[src/rtl/mem_bus_arbiter.sv]
// mem_bus_arbiter: shares one external memory bus between the instruction cache
// refill port (F) and the data cache refill/writeback port (M).
//  - One owner per tenure. The grant is held until the owner drops its request.
//    There is no preemption.
//  - When both ports request from IDLE, the port that did not own the bus last wins.
//  - The owner's address and write data are muxed onto the bus. BusReady is gated
//    back to the owner only.
//  - BeatCount is the refill word offset. It wraps modulo blocksize.
// Ports:
//  clk, reset                    clock, synchronous active-high reset
//  HRequestF, HAddrF             instruction cache request / address
//  HRequestM, HAddrM,
//  HWriteM, HWDataM              data cache request / address / write / write data
//  BusReady                      memory finished the current beat this cycle
//  HRequest, HAddr,
//  HWrite, HWData                bus-side request/address/write/data of the current owner
//  GrantF, GrantM                registered ownership flags
//  BusReadyF, BusReadyM          BusReady gated by ownership
//  BeatCount                     beats completed in the current tenure, mod blocksize
//  LastBeat                      the final beat of a block completes this cycle
module mem_bus_arbiter #(
  parameter int unsigned blocksize = 4
) (
  input  logic                         clk,
  input  logic                         reset,
  input  logic                         HRequestF,
  input  logic [31:0]                  HAddrF,
  input  logic                         HRequestM,
  input  logic [31:0]                  HAddrM,
  input  logic                         HWriteM,
  input  logic [31:0]                  HWDataM,
  input  logic                         BusReady,
  output logic                         HRequest,
  output logic [31:0]                  HAddr,
  output logic                         HWrite,
  output logic [31:0]                  HWData,
  output logic                         GrantF,
  output logic                         GrantM,
  output logic                         BusReadyF,
  output logic                         BusReadyM,
  output logic [$clog2(blocksize)-1:0] BeatCount,
  output logic                         LastBeat
);

  localparam int unsigned beat_w = $clog2(blocksize);

  typedef enum logic [1:0] {
    IDLE  = 2'd0,
    OWN_F = 2'd1,
    OWN_M = 2'd2
  } state_t;

  state_t            state;
  state_t            next_state;
  logic              last_owner_m;  // 1: M owned the bus last, 0: F (reset value)
  logic              next_last_owner_m;
  logic [beat_w-1:0] beat_count;
  logic              owned;

  // Next-owner decision. A handover between owners skips IDLE.
  always_comb begin
    next_state        = state;
    next_last_owner_m = last_owner_m;
    case (state)
      IDLE: begin
        if (HRequestF && HRequestM) begin
          next_state = last_owner_m ? OWN_F : OWN_M;
        end else if (HRequestF) begin
          next_state = OWN_F;
        end else if (HRequestM) begin
          next_state = OWN_M;
        end
      end
      OWN_F: begin
        if (!HRequestF) begin
          next_last_owner_m = 1'b0;
          next_state        = HRequestM ? OWN_M : IDLE;
        end
      end
      OWN_M: begin
        if (!HRequestM) begin
          next_last_owner_m = 1'b1;
          next_state        = HRequestF ? OWN_F : IDLE;
        end
      end
      default: begin
        next_state = IDLE;
      end
    endcase
  end

  // State, last-owner and beat counter registers.
  // The counter restarts on every ownership change. Otherwise it counts BusReady
  // while the bus is owned and wraps naturally at blocksize.
  always_ff @(posedge clk) begin
    if (reset) begin
      state        <= IDLE;
      last_owner_m <= 1'b0;
      beat_count   <= '0;
    end else begin
      state        <= next_state;
      last_owner_m <= next_last_owner_m;
      if (next_state != state) begin
        beat_count <= '0;
      end else if (BusReady && owned) begin
        beat_count <= beat_count + beat_w'(1);
      end
    end
  end

  assign owned  = (state == OWN_F) || (state == OWN_M);
  assign GrantF = (state == OWN_F);
  assign GrantM = (state == OWN_M);

  // Bus-side mux. Everything is zero while IDLE.
  always_comb begin
    HRequest = 1'b0;
    HAddr    = 32'h0;
    HWrite   = 1'b0;
    HWData   = 32'h0;
    case (state)
      OWN_F: begin
        HRequest = HRequestF;
        HAddr    = HAddrF;
      end
      OWN_M: begin
        HRequest = HRequestM;
        HAddr    = HAddrM;
        HWrite   = HWriteM;
        HWData   = HWDataM;
      end
      default: begin
        HRequest = 1'b0;
      end
    endcase
  end

  // A beat that completes in the same cycle the owner drops its request
  // still counts toward the gated ready and LastBeat.
  assign BusReadyF = BusReady & GrantF;
  assign BusReadyM = BusReady & GrantM;
  assign BeatCount = beat_count;
  assign LastBeat  = BusReady & owned & (beat_count == beat_w'(blocksize - 1));

endmodule

[config.mk]
export PLATFORM = sky130hd
export DESIGN_NAME = mem_bus_arbiter
export DESIGN_NICKNAME = d
export VERILOG_FILES = /design/src/rtl/mem_bus_arbiter.sv
export SDC_FILE = /design/constraint.sdc
export NUM_CORES = 1
export LEC_CHECK = 0
export BUFFER_PORTS_ARGS = -buffer_cell sky130_fd_sc_hd__buf_4
export CAP_MARGIN = 20
export CORE_UTILIZATION = 27
export CTS_BUF_LIST = sky130_fd_sc_hd__clkbuf_4 sky130_fd_sc_hd__clkbuf_8
export DETAILED_ROUTE_END_ITERATION = 6
export MAX_ROUTING_LAYER = met4
export PLACE_DENSITY = 0.78
export SLEW_MARGIN = 5
export SYNTH_ARGS = -nofsm -noshare
export SYNTH_HDL_FRONTEND = slang
export SYNTH_SLANG_ARGS = --single-unit
[constraint.sdc]
create_clock -name clk -period 1.6 [get_ports clk]
set_input_delay 0.16 -clock clk [delete_from_list [all_inputs] [get_ports clk]]
set_output_delay 0.16 -clock clk [all_outputs]
set_load 0.03 [all_outputs]
# ---- After elaboration in Yosys (flattened, before gate mapping)
# Index checks and enable logic that the tools add are counted.
dict set report totals {
  ff_bits 5
  latchBits 0
  ramBits 0
  mem_bits_ro 0
  inputBits 102
  output_inout_bits 73
  memories 0
}
dict set report op_classes {
  addsub 1
  mul 0
  n_div 0
  order_cmp 0
  eq_ne 6
  shift 0
  n_mux 16
  n_bitwise 4
  n_reduce_logical 7
}
# cell count
set ops {}
lappend ops {{one-hot mux 32 bit (2 select lines)} 1}
lappend ops {{2-to-1 mux 32 bit} 1}
lappend ops {{2-to-1 mux 2 bit} 7}
lappend ops {{one-hot mux 2 bit (3 select lines)} 1}
lappend ops {{bitwise AND 1 bit} 4}
lappend ops {{equality test 2 bit (second input constant)} 2}
lappend ops {{2-to-1 mux 1 bit} 4}
lappend ops {{!= test 2 bit (second input constant)} 2}
lappend ops {{one-hot mux 1 bit (2 select lines)} 2}
lappend ops {{AND reduction 3 bit} 1}
lappend ops {{adder 2 x 1 -> 2 bit (second input constant)} 1}
lappend ops {{equality test 2 x 1 -> 1 bit (second input constant)} 1}
lappend ops {{logical AND 1 bit} 2}
lappend ops {{logical NOT 2 bit} 1}
lappend ops {{!= test 2 bit} 1}
lappend ops {{nonzero test 2 bit} 1}
lappend ops {{OR reduction 2 bit} 1}
lappend ops {{logical OR 1 bit} 1}

# ---- Longest topological paths before layout
dict set report depth {
  ltp_word 6
  depth_mapped 8
  depth_no_buf 7
}

# ---- Worst setup path after synthesis
# Ideal clock, no wire load.
dict set report synth_timing {
  kind {reg2out}
  start {register state[0]}
  end {output HAddr[0]}
  arrival_ns 1.988
  required_time_ns 1.440
  path_slack_ns -0.548
  path_stages_with_launch 7
  n_path_buf 2
  path_cell_list {dfxtp_1 -> inv_1 -> ha_1 -> clkbuf_1 -> clkbuf_1 -> a22oi_1 -> nor2b_1}
}
dict set report synth_between {
  elab_chain_cells 2
  elab_cells_between_ends 3
}
# item line_no
set synth_rtl {}
lappend synth_rtl {{start: declaration} 53} ;# state_t state;
lappend synth_rtl {{start signal: assignment} 101} ;# state <= next_state;
lappend synth_rtl {{equality test 2 bit} -}
lappend synth_rtl {{via GrantM} 38} ;# output logic GrantM,
lappend synth_rtl {{one-hot mux 32 bit (2 select lines)} 121} ;# case (state)
lappend synth_rtl {{end: declaration} 34} ;# output logic [31:0] HAddr,
# The timed path passes the listed nets, and every way through them passes these cells.

# ---- Worst setup path in the final report
dict set report layout_timing {
  start {register state[0]}
  end {output HAddr[26]}
}
dict set report layout_between {
  elab_chain_cells 2
  elab_cells_between_ends 3
}
# item line_no
set layout_rtl {}
lappend layout_rtl {{equality test 2 bit or equality test 2 x 1 -> 1 bit (tied branches)} 121}
lappend layout_rtl {{one-hot mux 32 bit (2 select lines) (*)} 121}
# Every way passes the cells marked *; elsewhere a longest branch is shown, timed or not.

==> impl_metrics.yaml <==
route:
  dr.pass1.iters: 4
  drt_wl_total_um: 8320
  routedWlPerCell_um: 20.85
  drt_iter0_drc: 113
  antenna_left: 0
  post-route-drc-count: 0
  avgViaCountPerCell: 5.336
  vias: 2129
floorplan:
  io_pins: 175
  die_h_um: 67.37
  fp.dieW_um: 67.37
  start_util_pct: 28.43
  die_area_um2: 4538
  core_area_um2: 4058
  rows: 23
yosys:
  synth-seq-cells: 5
  synthSimpleGateAreaFrac_pct: 44.90
  ys.flop_type: "dfxtp_1"
  synth-async-reset-ratio_pct: 0
  yosys.area.top_type_share_pct: 21.48
  synth-compound-area-share_pct: 30.69
  synth_common_cells: "and2_1, nor2b_1, a22oi_1"
  synthCells: 165
  ys_seq_area_share_pct: 8.677
  synthXorXnorAreaFrac_pct: 0.7592
  synth_mux_area_share_pct: 1.844
  synth_top_family_by_area: "simple AND/OR/NAND/NOR gates"
  synth-edff-count: 0
  yosys.area.top_type: "a22oi_1"
  synthAdderAreaFrac_pct: 6.508
  yosysUniqueCellTypes: 30
  ys_top_cells_by_area: "a22oi_1, and2_1, nor2b_1, dfxtp_1, ha_1"
  synth_area_per_cell_um2: 6.992
  yosys_warnings: 0
  syn_nets: 273
  synth_area_um2: 1154
setup_path:
  crit_type: "reg2out"
  path_buf_inv: 4
  cp.required_ns: 1.44
  cp.arrival_ns: 1.60
  end_kind: "output port"
  crit_path_cell_trace: "inv_2 -> buf_6 -> ha_4 -> buf_12 -> a22oi_1 -> nor2b_2 -> buf_4"
  slowest_delay_ns: 0.34
  cp_max_fo: 15
  cp_top_family: "buffers and inverters"
  crit_slowest_cell: "dfxtp_2"
  start_kind: "register"
grt:
  grt_pass1_vias: 1733
  antenna_found_initial: 0
  grt_usage_pct: 28.26
  grt_pass1_wl_um: 9308
  grt_max_degree: 30
  gr-total-overflow: 0
place:
  dp_hpwl_um: 4617
  place_ws_ns: 0.009264
  gp_congestion: 0.8636
  placed_cells: 382
  portBuffers: 174
  dpl-instance-area_um2: 2739
sta:
  timing.fmax_ghz: 0.5683
  finalSetupTns_ns: -5.914
  report.final.slew_viol_count: 0
  setup_slack_ns: -0.1597
  period_share_pct: 110.0
  skew_ns: 0.0009600
  hold_viol: 0
  setup_viol_count_final: 67
  period_minus_slack_ns: 1.760
  relSlewSlack_pct: 77.28
  tightest_slew_ns: 0.3408
  rsz0062_at_grt: "true"
clock_tree:
  cts_root_buf: "clkbuf_8"
  path_clk_slew_ns: 0.03
  clkSinkCount: 5
  ctsHoldBuffers: 0
  clk_latency_ns: 0.22
  h-tree-depth: 1
  cts_made_buffers: 3
  cts_tree: "done"
  cts_buffer_depth: 2
run:
  drv_cap: 0
status:
  violations: "setup timing"
  status: "complete, but fails checks"
final_layout:
  drive_above_1_share_pct: 87.39
  fin_nets: 458
  area_delta_synth_final_pct: 206.3
  n_antenna_cell: 0
  fin_area_um2: 3533
  fin_cells: 399
power_and_ir_drop:
  leakage_nw: 1.623
  ir_drop_mv: 0.7255
  p_per_area_nw_per_um2: 607.5
min_path:
  hp-class: "in2reg"
-- where the power goes --
group | internal (mW) | switching, mW
Clock | 0.188 | 0.0607
Combinational | 0.950 | 0.805
Sequential | 0.136 | 0.00797
-- cell usage in the layout, fill, tap and decap left out, drive strengths merged, types with 3 or more instances in the layout --
master and n:
a22oi 33, and2 35, buf 192, clkbuf 7, dfxtp 5, ha 6, inv 4, nand2 3
nor2b 35, nor3 3, o21ai 4
-- stage by stage --
step | util (%) | total power [mW] | hold slack [ns]
after floorplan | - | 0.8840 | 0.2253
final | 87.08 | 2.147 | 0.1419
after global placement | 67.50 | 1.351 | 0.3723
after detailed placement | 67.50 | 1.366 | 0.3685
after CTS | 77.61 | 1.865 | 0.1353
after global routing | 87.08 | 2.228 | 0.1321
-- worst register-to-register path, cell delays in order, from the launching register on --
cell and delay, ns:
dfxtp_2 0.34, inv_2 0.04, buf_6 0.11, ha_4 0.22
buf_4 0.17, a221oi_4 0.27, a21oi_1 0.12, o21ai_2 0.16
nor3_1 0.08
-- metal layers --
layer	routed length, um	GRT usage, %	share of wire (%)	vias up
met5	0	-	0	-
met4	259	7.447	3.1	0
met3	689	4.730	8.3	29
met2	4522	49.38	54	122
met1	2848	33.10	34	1021
li1	-	-	-	957
-- flip-flops by register name, summed over array words and instances, names as in the netlist --
register      flops
BeatCount         2
state             2
last_owner_m      1
-- final timing paths --
| kind | end | cells after the start | from | slack (ns) |
|---|---|---|---|---|
| max | HAddr[26] | 7 | state[0]$_SDFF_PP0_ | -0.16 |
| min | state[0]$_SDFF_PP0_ | 2 | reset | 0.14 |
| max reg2reg | BeatCount[1]$_SDFFE_PP0P_ | 8 | state[0]$_SDFF_PP0_ | -0.02 |
| min reg2reg | last_owner_m$_SDFFE_PP0P_ | 2 | last_owner_m$_SDFFE_PP0P_ | 0.54 |
-- cell families (layout without fill, tap and decap cells) --
family | Yosys count | count (layout)
xor gates and xnor gates | 1 | 1
muxes | 2 | 2
AOI/OAI and AO/OA | 46 | 46
adders and majority gates | 6 | 6
DFF | 5 | 5
buffers and inverters | 20 | 204
and+or+nand+nor | 85 | 85
-- final cells by class --
class | count | area [um^2]
fill | 208 | 524.3
inverter | 4 | 15.01
clock buffer | 4 | 48.80
timing repair buffer | 196 | 1887
tap | 50 | 62.56
sequential | 5 | 102.6
multi-input combinational | 140 | 1418
-- what timing repair did --
action                     4_1_cts  5_1_grt
pin swaps                        1        3
gates cloned                     5        3
resized for setup               48       75
setup endpoints to repair       65       68
setup buffers                    4        1
Power figures use the tool's default switching activity.
